## config.mk

```make
export PLATFORM = sky130hd
export DESIGN_NAME = mem_port_arbiter
export DESIGN_NICKNAME = d
export VERILOG_FILES = /design/src/rtl/riscv151_mem_pkg.sv /design/src/rtl/mem_arb_starve_ctr.sv /design/src/rtl/mem_port_arbiter.sv
export SDC_FILE = /design/constraint.sdc
export NUM_CORES = 1
export LEC_CHECK = 0
export ABC_AREA = 1
export CAP_MARGIN = 10
export CORE_AREA = 4 4 81 83
export CTS_BUF_LIST = sky130_fd_sc_hd__clkbuf_4 sky130_fd_sc_hd__clkbuf_8
export DETAILED_ROUTE_END_ITERATION = 16
export DIE_AREA = 0 0 85 87
export PLACE_DENSITY = 0.81
export SLEW_MARGIN = 25
export SYNTH_ARGS = -nofsm -noshare
export SYNTH_HDL_FRONTEND = slang
export SYNTH_SLANG_ARGS = --single-unit
```

## constraint.sdc

```tcl
create_clock -name clk -period 3.8 [get_ports clk]
set_clock_uncertainty 0.2 [all_clocks]
set_input_delay 1.14 -clock clk [delete_from_list [all_inputs] [get_ports clk]]
set_output_delay 1.14 -clock clk [all_outputs]
set_load 0.02 [all_outputs]
```

## src/rtl/riscv151_mem_pkg.sv

```systemverilog
// Shared types and defaults for the RISC-V 151 memory port arbiter slice.
package riscv151_mem_pkg;

    localparam int unsigned DEFAULT_ADDR_WIDTH   = 12;
    localparam int unsigned DEFAULT_STARVE_LIMIT = 4;

    // Owner of the BRAM port in the previous cycle, i.e. whose response is on mem_rdata now.
    typedef enum logic [1:0] {
        IDLE  = 2'd0,
        FETCH = 2'd1,
        DATA  = 2'd2
    } owner_e;

endpackage

```

## src/rtl/mem_arb_starve_ctr.sv

```systemverilog
// Saturating count of consecutive cycles the fetch requester was denied the port.
module mem_arb_starve_ctr
    import riscv151_mem_pkg::*;
#(
    parameter int unsigned STARVE_LIMIT = DEFAULT_STARVE_LIMIT
) (
    input  logic clk,
    input  logic rst_n,
    input  logic f_req_valid,
    input  logic f_grant,
    output logic starved
);

    localparam int unsigned CW = (STARVE_LIMIT > 0) ? $clog2(STARVE_LIMIT + 1) : 1;
    localparam logic [CW-1:0] LIMIT = CW'(STARVE_LIMIT);

    logic [CW-1:0] cnt;

    always_ff @(posedge clk or negedge rst_n) begin
        if (!rst_n) begin
            cnt <= '0;
        end else if (!f_req_valid || f_grant) begin
            cnt <= '0;
        end else if (cnt != LIMIT) begin
            cnt <= cnt + 1'b1;
        end
    end

    assign starved = (cnt == LIMIT);

endmodule

```

## src/rtl/mem_port_arbiter.sv

```systemverilog
// Arbitrates fetch and data requesters onto one sync-read BRAM port; data wins unless fetch is starved.
module mem_port_arbiter
    import riscv151_mem_pkg::*;
#(
    parameter int unsigned ADDR_WIDTH   = DEFAULT_ADDR_WIDTH,
    parameter int unsigned STARVE_LIMIT = DEFAULT_STARVE_LIMIT
) (
    input  logic                  clk,
    input  logic                  rst_n,

    input  logic                  f_req_valid,
    output logic                  f_req_ready,
    input  logic [ADDR_WIDTH-1:0] f_req_addr,
    output logic                  f_resp_valid,
    output logic [31:0]           f_resp_data,

    input  logic                  d_req_valid,
    output logic                  d_req_ready,
    input  logic [ADDR_WIDTH-1:0] d_req_addr,
    input  logic [3:0]            d_req_we,
    input  logic [31:0]           d_req_wdata,
    output logic                  d_resp_valid,
    output logic [31:0]           d_resp_data,

    output logic                  mem_en,
    output logic [3:0]            mem_we,
    output logic [ADDR_WIDTH-1:0] mem_addr,
    output logic [31:0]           mem_wdata,
    input  logic [31:0]           mem_rdata
);

    owner_e state;
    owner_e next_state;
    logic   f_grant;
    logic   d_grant;
    logic   starved;

    mem_arb_starve_ctr #(
        .STARVE_LIMIT (STARVE_LIMIT)
    ) u_starve_ctr (
        .clk         (clk),
        .rst_n       (rst_n),
        .f_req_valid (f_req_valid),
        .f_grant     (f_grant),
        .starved     (starved)
    );

    // Grants are gated by rst_n so nothing is granted or written while reset is held.
    always_comb begin
        f_grant    = rst_n && f_req_valid && (!d_req_valid || starved);
        d_grant    = rst_n && d_req_valid && !f_grant;
        next_state = IDLE;
        if (f_grant) begin
            next_state = FETCH;
        end else if (d_grant) begin
            next_state = DATA;
        end
    end

    assign f_req_ready = f_grant;
    assign d_req_ready = d_grant;

    always_comb begin
        mem_en    = f_grant || d_grant;
        mem_we    = '0;
        mem_addr  = '0;
        mem_wdata = '0;
        if (d_grant) begin
            mem_we    = d_req_we;
            mem_addr  = d_req_addr;
            mem_wdata = d_req_wdata;
        end else if (f_grant) begin
            mem_addr  = f_req_addr;
        end
    end

    always_ff @(posedge clk or negedge rst_n) begin
        if (!rst_n) begin
            state <= IDLE;
        end else begin
            state <= next_state;
        end
    end

    // Response valids decode the registered owner; data comes straight from the BRAM.
    assign f_resp_valid = (state == FETCH);
    assign d_resp_valid = (state == DATA);
    assign f_resp_data  = mem_rdata;
    assign d_resp_data  = mem_rdata;

endmodule

```

======== Yosys cells after proc, flatten, opt, wreduce, memory -nomap -nowiden ========
Cells that the tools add are included.
cells by class
  mux-type cells .......................... 8
  $add $sub $neg .......................... 1
  equality and inequality tests ........... 4
  reduce and logical (&&, ||, !) cells .... 11
operators by type and width
  kind                 number
  $mux 32              1
  $mux 12              2
  $mux 3               2
  $logic_and 1x1->1    4
  $mux 2               2
  $mux 4               1
  $add 3x1->3 const B  1
  $eq 3x3->1 const B   1
  $logic_not 1->1      3
  $logic_or 1x1->1     3
  $ne 3x3->1 const B   1
  $eq 2x1->1 const B   1
  $eq 2x2->1 const B   1
  $reduce_bool 2->1    1
word-level totals
  input port bits ......................... 96
  output and inout bits ................... 117
  flip-flop bits (word level) ............. 5

======== Longest topological paths before layout ========
Gate-level depths: netlist of the first run.
  word-level depth ........................ 7
  gate-level depth with buffers ........... 9
  mapped depth without buffers ............ 7

======== Cells and area by module ========
From an unflattened synthesis of the first run, not the netlist that was laid out.
second synthesis, totals
  cell total of the unflattened synthesis .. 224
  area, all modules ....................... 1328.8 µm²
modules (own cells, without submodules)
  module              area each (µm²)  times used  seq. area each (µm²)  cells each
  mem_port_arbiter    1119.8           1           50.0                  197
  mem_arb_starve_ctr  209.0            1           75.1                  27

======== Least setup slack after synthesis of the first run ========
Ideal clock, no wire load.
  kind .................................... input-to-output
  start ................................... input port rst_n
  end ..................................... output port mem_wdata[24]
  slack ................................... 0.562 ns
  arrival time ............................ 1.898 ns
  stages on the path ...................... 7
  path buffers ............................ 2
  required time ........................... 2.460 ns
  cell sequence ........................... nand2_1 -> inv_2 -> nand2_2 -> nand2_2 -> buf_6 -> buf_8 -> nor2_2
between the ends
  word-level cells in the longest chain between the ends .. 5
  elaborated cells between the ends (all ways) .. 6
  classes of those cells .................. mux (1); reduce/logical (5)
RTL lines
  item                            RTL line                RTL
  from (decl)                     mem_port_arbiter.sv:9   input logic rst_n,
  $logic_and 1x1->1 (2 in a row)  mem_port_arbiter.sv:50  f_grant = rst_n && f_req_valid && (!d_req_valid || starved);
  $logic_not 1->1                 mem_port_arbiter.sv:51  d_grant = rst_n && d_req_valid && !f_grant;
  $logic_and 1x1->1 (*)           mem_port_arbiter.sv:51
  $mux 32 (*)                     mem_port_arbiter.sv:68  if (d_grant) begin
  to (decl)                       mem_port_arbiter.sv:28  output logic [31:0] mem_wdata,
Mark *: on every way between the ends. The rest lies on a longest branch, timed or not.

======== Final worst setup path of the first run ========
  start ................................... input port rst_n
  end ..................................... output port mem_wdata[19]
The elaborated chain is that of the path after synthesis.

==> impl_results.md, run 1 <==
* Diode count at 0
* Num CTS Buffers at 3
* Post-layout minimum cycle time at 3.614 ns
* Area Overhead vs Synth at 63.56%
* Overflow after GRT at 0
* Final Wtd Congestion at 0.6727
* FF-to-FF Start: u_starve_ctr.cnt[0]$_DFFE_PN0P_
* Initial Util at 22.24%
* HP Start: u_starve_ctr.cnt[2]$_DFFE_PN0P_
* Hold Vio Cnt, Final at 0
* Yosys reg bits at 5
* Max incr delay on CP at 0.26 ns
* Core ar. at 5851 um2
* Clock root cell: clkbuf_8
* Crit path cell chain: dlygate4sd2_1 -> nand2_2 -> inv_2 -> nand2_4 -> nand2_8 -> buf_6 -> buf_16 -> nor2_2 -> buf_4
* Initial antenna violation count at 0
* Seq/Total Area, Yosys at 9.615%
* Row count at 28
* Via Count at 1364
* Dpl hpwl at 3296 um
* Syn nets at 316
* Total I/O pin count at 213
* Synth cell types at 15
* P per Cell Area at 187.2 nW/um2
* Yosys top cell by area: buf_4
* Type of the tightest min-delay check: register to register
* Fillers at 615
* Die width at 85 um
* CTS tree: yes
* Footprint of the multi-input gates at 490.5 um2
* Slowest cell on the critical path: dlygate4sd2_1
* Crit end category: output port
* Later-pin clock latency in the skew report at 0.22 ns
* WL per Instance at 11.67 um
* Max VDD drop at 95.29 uV
* First-pass GRT wire length at 6396 um
* Cts hold-fix bufs at 0
* Worst Path Required at 2.46 ns
* Max Clock Freq at 276.7 MHz
* CP top delay family: buffers and inverters
* Vias per cell at 3.853
* Drc violations at 0
* Max H-tree Level at 1
* Setup ws final at 0.1862 ns
* Largest net degree at the start of global routing at 14
* Initial drt markers at 18
* Die height at 87 um
* Pins Over Slew Limit at 0
* Synth Cell Area at 1301 um2
* Setup TNS at 0 ns
* Final wirelength at 4131 um
* Clock transition at the registers of the reported paths at 0.03 ns
* CP bufs+invs at 5
* Layout cells sized above 1 at 33.69%
* Yosys warns at 0
* Total die area at 7395 um2
* CP Max Fanout at 9
* Leak at 1.193 nW
* Rel. slew slack at 85.40%
* Tcrit/Tclk final at 95.10%
* 1st-pass router iterations at 4
* GRT Total Usage at 10.57%
* Post-synth top area share at 37.50%
* CTS max path bufs at 2
* CP arrival at 2.27 ns
* MaxCap Viol Count at 0
* Clock sinks at 5
* Fin nets at 378
* Overall Power at 0.0003984 W
* Buffers on Ports at 116
* Syn avg cell area at 5.969 um2
* Synth Instances at 218
* RSZ-0062 raised after global routing: no
* Vias in the first global route at 1407
* Antenna viol nets, final at 0
* Run status: finished clean
* Synth area leaders: buf_4 (38%), inv_1 (12%), dfrtp_1 (9.6%), nand2_1 (9.2%), nor2_2 (8.7%)
* Slew @ Worst Pin at 0.2183 ns
* Final setup viols at 0
* CP startpoint: rst_n
* Critical setup path kind: input pin to output port
* Critical Path Source Type: input pin
* Sequential cell area at 125.1 um2
* Setup WS pre-CTS at -0.4344 ns
## flip-flops by register name (all words and copies together) (netlist names)
signal,count
u_starve_ctr.cnt,3
state,2
## final timing paths
kind,endpoint,slack (ns),cells past startpoint
max,mem_wdata[19],0.19,9
min,u_starve_ctr.cnt[2]$_DFFE_PN0P_,0.45,3
max reg2reg,u_starve_ctr.cnt[0]$_DFFE_PN0P_,2.19,8
min reg2reg,u_starve_ctr.cnt[2]$_DFFE_PN0P_,0.45,3
max in group asynchronous,state[1]$_DFF_PN0_,2.49,2
min in group asynchronous,u_starve_ctr.cnt[2]$_DFFE_PN0P_,0.80,2
## layer usage
layer  part of all wire, %  routed length [um]  up-vias  global-route usage [%]
li1                      -                   -      675                       -
met1                    31                1301      570                   9.780
met2                    52                2139       86                   19.70
met3                    13                 539       33                   3.974
met4                   3.6                 150        0                   6.187
met5                     0                   0        -                       0
## cells in the final DEF (no fill, tap or decap)
master,synthesis,final
inv_1,42,42
nand2_8,0,1
inv_2,4,4
nor2_1,25,24
xor2_1,1,1
clkdlybuf4s15_2,0,12
dlymetal6s2s_1,0,1
nand2_2,4,3
buf_4,65,15
nand2_4,0,1
clkbuf_8,0,3
a21oi_4,0,1
nor2_2,18,19
ha_1,2,2
nand2_1,32,31
nand3_1,13,13
buf_2,3,27
buf_12,0,2
clkdlybuf4s50_1,0,63
dfrtp_1,5,5
buf_6,1,2
dlygate4sd2_1,0,3
buf_16,0,3
clkbuf_4,0,1
## area by class of cell
type / instances / share of cell area [%]
Inverter: 46 / 8.113
Clock buffer: 4 / 2.293
Tap cell: 75 / 4.409
Sequential cell: 5 / 5.879
Multi-Input combinational cell: 96 / 23.05
Timing Repair Buffer: 128 / 56.26
## through the flow
stage	hold WS (ns)	cells	utilization [%]	area (um2)
after floorplan	0.3921	218	-	1301
after global placement	0.4204	345	35.71	2090
after detailed placement	0.4384	345	35.71	2090
after CTS	0.4594	353	37.75	2208
after global routing	0.4856	354	36.38	2128
final	0.4518	354	36.38	2128
## logic make-up (layout without fill, tap and decap cells)
kind of cell               count (synthesis)  count (layout)  synth area share [%]
xor gates and xnor gates                   1               1                0.6732
buffers and inverters                    117             178                 55.10
adders and majority gates                  2               2                 1.923
DFF                                        5               5                 9.615
AOI/OAI and AO/OA                          1               1                0.6732
and+or+nand+nor                           92              92                 32.02
## cells in the mapped netlist
library cell,count
nand3_1,13
nor2_1,25
buf_6,1
nor2_2,18
xor2_1,1
inv_2,4
inv_1,42
nand2_1,32
a21oi_2,1
nand2_2,4
buf_8,2
ha_1,2
buf_4,65
buf_2,3
dfrtp_1,5
## worst register-to-register path, stage by stage (launching register included)
cell     delay [ns]
dfrtp_1        0.35
inv_1          0.07
ha_1           0.22
nand2_2        0.16
nand2_2        0.09
nand2_4        0.10
buf_6          0.16
nand2_1        0.09
nor2_1         0.10
## report_power, final
part           switching (W)  internal, W  total [W]
Combinational       0.000108     0.000123   0.000231
Sequential        0.00000442    0.0000591  0.0000635
Clock              0.0000250    0.0000790   0.000104
Total               0.000137     0.000261   0.000398
## timing repair
action	CTS	global route
pin swaps	1	1
endpoints found under the hold margin	0	0
buffers inserted	1	1
resized for setup	180	29
setup endpoints to repair	50	46
cloned	3	0
Note: power is estimated with default switching activity, not from simulation.
==> run 2: changes to the inputs <==
--- a/config.mk
+++ b/config.mk
@@ -7,11 +7,11 @@
 export LEC_CHECK = 0
 export ABC_AREA = 1
 export CAP_MARGIN = 10
-export CORE_AREA = 4 4 81 83
+export CORE_AREA = 2 2 82 84
 export CTS_BUF_LIST = sky130_fd_sc_hd__clkbuf_4 sky130_fd_sc_hd__clkbuf_8
 export DETAILED_ROUTE_END_ITERATION = 16
-export DIE_AREA = 0 0 85 87
-export PLACE_DENSITY = 0.81
+export DIE_AREA = 0 0 84 86
+export PLACE_DENSITY = 0.76
 export SLEW_MARGIN = 25
 export SYNTH_ARGS = -nofsm -noshare
 export SYNTH_HDL_FRONTEND = slang
==> run 2 against run 1 <==
Effect of this change:
- critical path depth fell by 1
- power fell by 1.0%
- sequential cell count did not move
- non-clock buffer count fell by 2
- first-iteration DRC count fell by 44%
- sequential share of layout area fell by 0.065 points
- die area fell by 2.3%
- combinational power fell by 3%
- final area rose by 1.1%
- wire length fell by 4.2%
- worst setup slack got worse by 0.027 ns
- critical endpoint is now mem_wdata[24]
- largest cell class unchanged
==> impl_results.md, run 2 (synthesized netlist as in run 1, its figures left out) <==
* Die width at 84 um
* Slew @ Worst Pin at 0.2140 ns
* Layout cells sized above 1 at 32.85%
* Initial drt markers at 10
* Crit end category: output port
* Type of the tightest min-delay check: register to register
* Max Clock Freq at 274.7 MHz
* CP Max Fanout at 18
* Final Wtd Congestion at 0.6641
* Fin nets at 376
* Post-layout minimum cycle time at 3.641 ns
* Rel. slew slack at 85.69%
* R2r worst-path depth at 8
* WL per Instance at 11.18 um
* Most frequent cells in the layout: clkdlybuf4s50_1 (63), inv_1 (42), nand2_1 (31), clkdlybuf4s15_2 (28), nor2_1 (25)
* R2R Path End: u_starve_ctr.cnt[0]$_DFFE_PN0P_
* Vias per cell at 3.805
* CTS max path bufs at 2
* M1 WL at 1287 um
* Wire length on met2 at 2067 um
* Area Overhead vs Synth at 65.38%
* Total die area at 7224 um2
* Clock sinks at 5
* Overall Power at 0.0003943 W
* Overflow after GRT at 0
* Hold Vio Cnt, Final at 0
* CTS tree: yes
* Initial Util at 20.73%
* Pins Over Slew Limit at 0
* Die height at 86 um
* Setup ws final at 0.1591 ns
* GRT Total Usage at 9.827%
* Run status: finished clean
* Tcrit/Tclk final at 95.81%
* Leak at 1.145 nW
* Max VDD drop at 106.8 uV
* Most flops, register: u_starve_ctr.cnt
* Drc violations at 0
* Clock root cell: clkbuf_8
* P per Cell Area at 183.2 nW/um2
* Clock transition at the registers of the reported paths at 0.03 ns
* Core ar. at 6277 um2
* Later-pin clock latency in the skew report at 0.22 ns
* First-pass GRT wire length at 5837 um
* Largest net degree at the start of global routing at 19
* CP arrival at 2.30 ns
* Max H-tree Level at 1
* Largest regs: u_starve_ctr.cnt (3), state (2)
* Most common cell after layout, fill and taps aside: clkdlybuf4s50_1
* MaxCap Viol Count at 0
* Critical Path Source Type: input pin
* Antenna viol nets, final at 0
* Dpl hpwl at 3183 um
* FF-to-FF Start: u_starve_ctr.cnt[0]$_DFFE_PN0P_
* R2R Setup Slk at 2.19 ns
* Top sig layer: met4
* Vias in the first global route at 1318
* CP startpoint: rst_n
* Number of flip-flops in the largest register at 3
* Row count at 29
* Buffers on Ports at 116
* Num CTS Buffers at 3
* Worst Path Required at 2.46 ns
* Hold WS at 0.4271 ns
* Met3 WL at 468 um
* Total I/O pin count at 213
* Critical path endpoint: mem_wdata[24]
* Initial antenna violation count at 0
* Core Util, Final at 34.28%
* Setup WS pre-CTS at -0.3955 ns
* HP Start: u_starve_ctr.cnt[2]$_DFFE_PN0P_
* 1st-pass router iterations at 4
* Diode count at 0
* Via Count at 1347
* Final wirelength at 3956 um
* RSZ-0062 raised after global routing: no
* Critical setup path kind: input pin to output port
* Final setup viols at 0
run 2: cell types whose count changed in the layout (fill, tap and decap cells not counted), moves of 2 or more:
cell             previous run  this run
buf_16                      3         1
buf_2                      27        17
buf_4                      15         9
buf_6                       2         0
clkdlybuf4s15_2            12        28
run 2: cell type report:
type	count	area, um2
repair buffers	126	1235
well taps	77	96.34
inverters	46	172.7
fillers	703	4125
flip-flops and latches	5	125.1
clock buffers	4	48.80
multi-input cells	96	474.2
run 2: where the power goes:
group	switching, W	internal [W]	total, W
Combinational	0.000104	0.000121	0.000225
Sequential	0.00000376	0.0000591	0.0000629
Clock	0.0000270	0.0000792	0.000106
Total	0.000135	0.000259	0.000394
run 2: layer usage:
layer,track usage (%),vias to the layer above
met5,0,-
met4,5.425,0
met3,3.465,19
met2,19.56,94
met1,8.463,564
li1,-,670
run 2: worst min path at each step:
stage | endpoint | slack [ns] | depth (start not counted)
after global placement | u_starve_ctr.cnt[2]$_DFFE_PN0P_ | 0.42 | 3
after floorplan | u_starve_ctr.cnt[2]$_DFFE_PN0P_ | 0.39 | 3
after CTS | u_starve_ctr.cnt[1]$_DFFE_PN0P_ | 0.44 | 4
after detailed placement | u_starve_ctr.cnt[1]$_DFFE_PN0P_ | 0.43 | 4
after global routing | u_starve_ctr.cnt[1]$_DFFE_PN0P_ | 0.46 | 4
final | u_starve_ctr.cnt[2]$_DFFE_PN0P_ | 0.43 | 3
run 2: repair_timing:
| item | in CTS | in global routing |
|---|---|---|
| gates cloned | 1 | 1 |
| hold endpoints to repair | 0 | 0 |
| buffers inserted | 1 | 0 |
| pin swaps | 0 | 2 |
| hold buffers | 0 | 0 |
| setup endpoints to repair | 50 | 33 |
| gates resized for setup | 175 | 3 |
run 2: metrics by stage:
step                      cells  cell area, um2  setup TNS [ns]
final                       354            2152               0
after global routing        354            2152               0
after CTS                   353            2127        -0.02551
after detailed placement    347            2092          -18.10
after global placement      347            2092          -16.85
after floorplan             218            1301               0
run 2: critical path, cell delays in order:
cell and delay (ns):
dlygate4sd2_1 0.26, nand2_2 0.11, inv_2 0.04, nand2_2 0.09
nand2_4 0.11, buf_16 0.18, nor2_2 0.09, clkdlybuf4s15_2 0.27
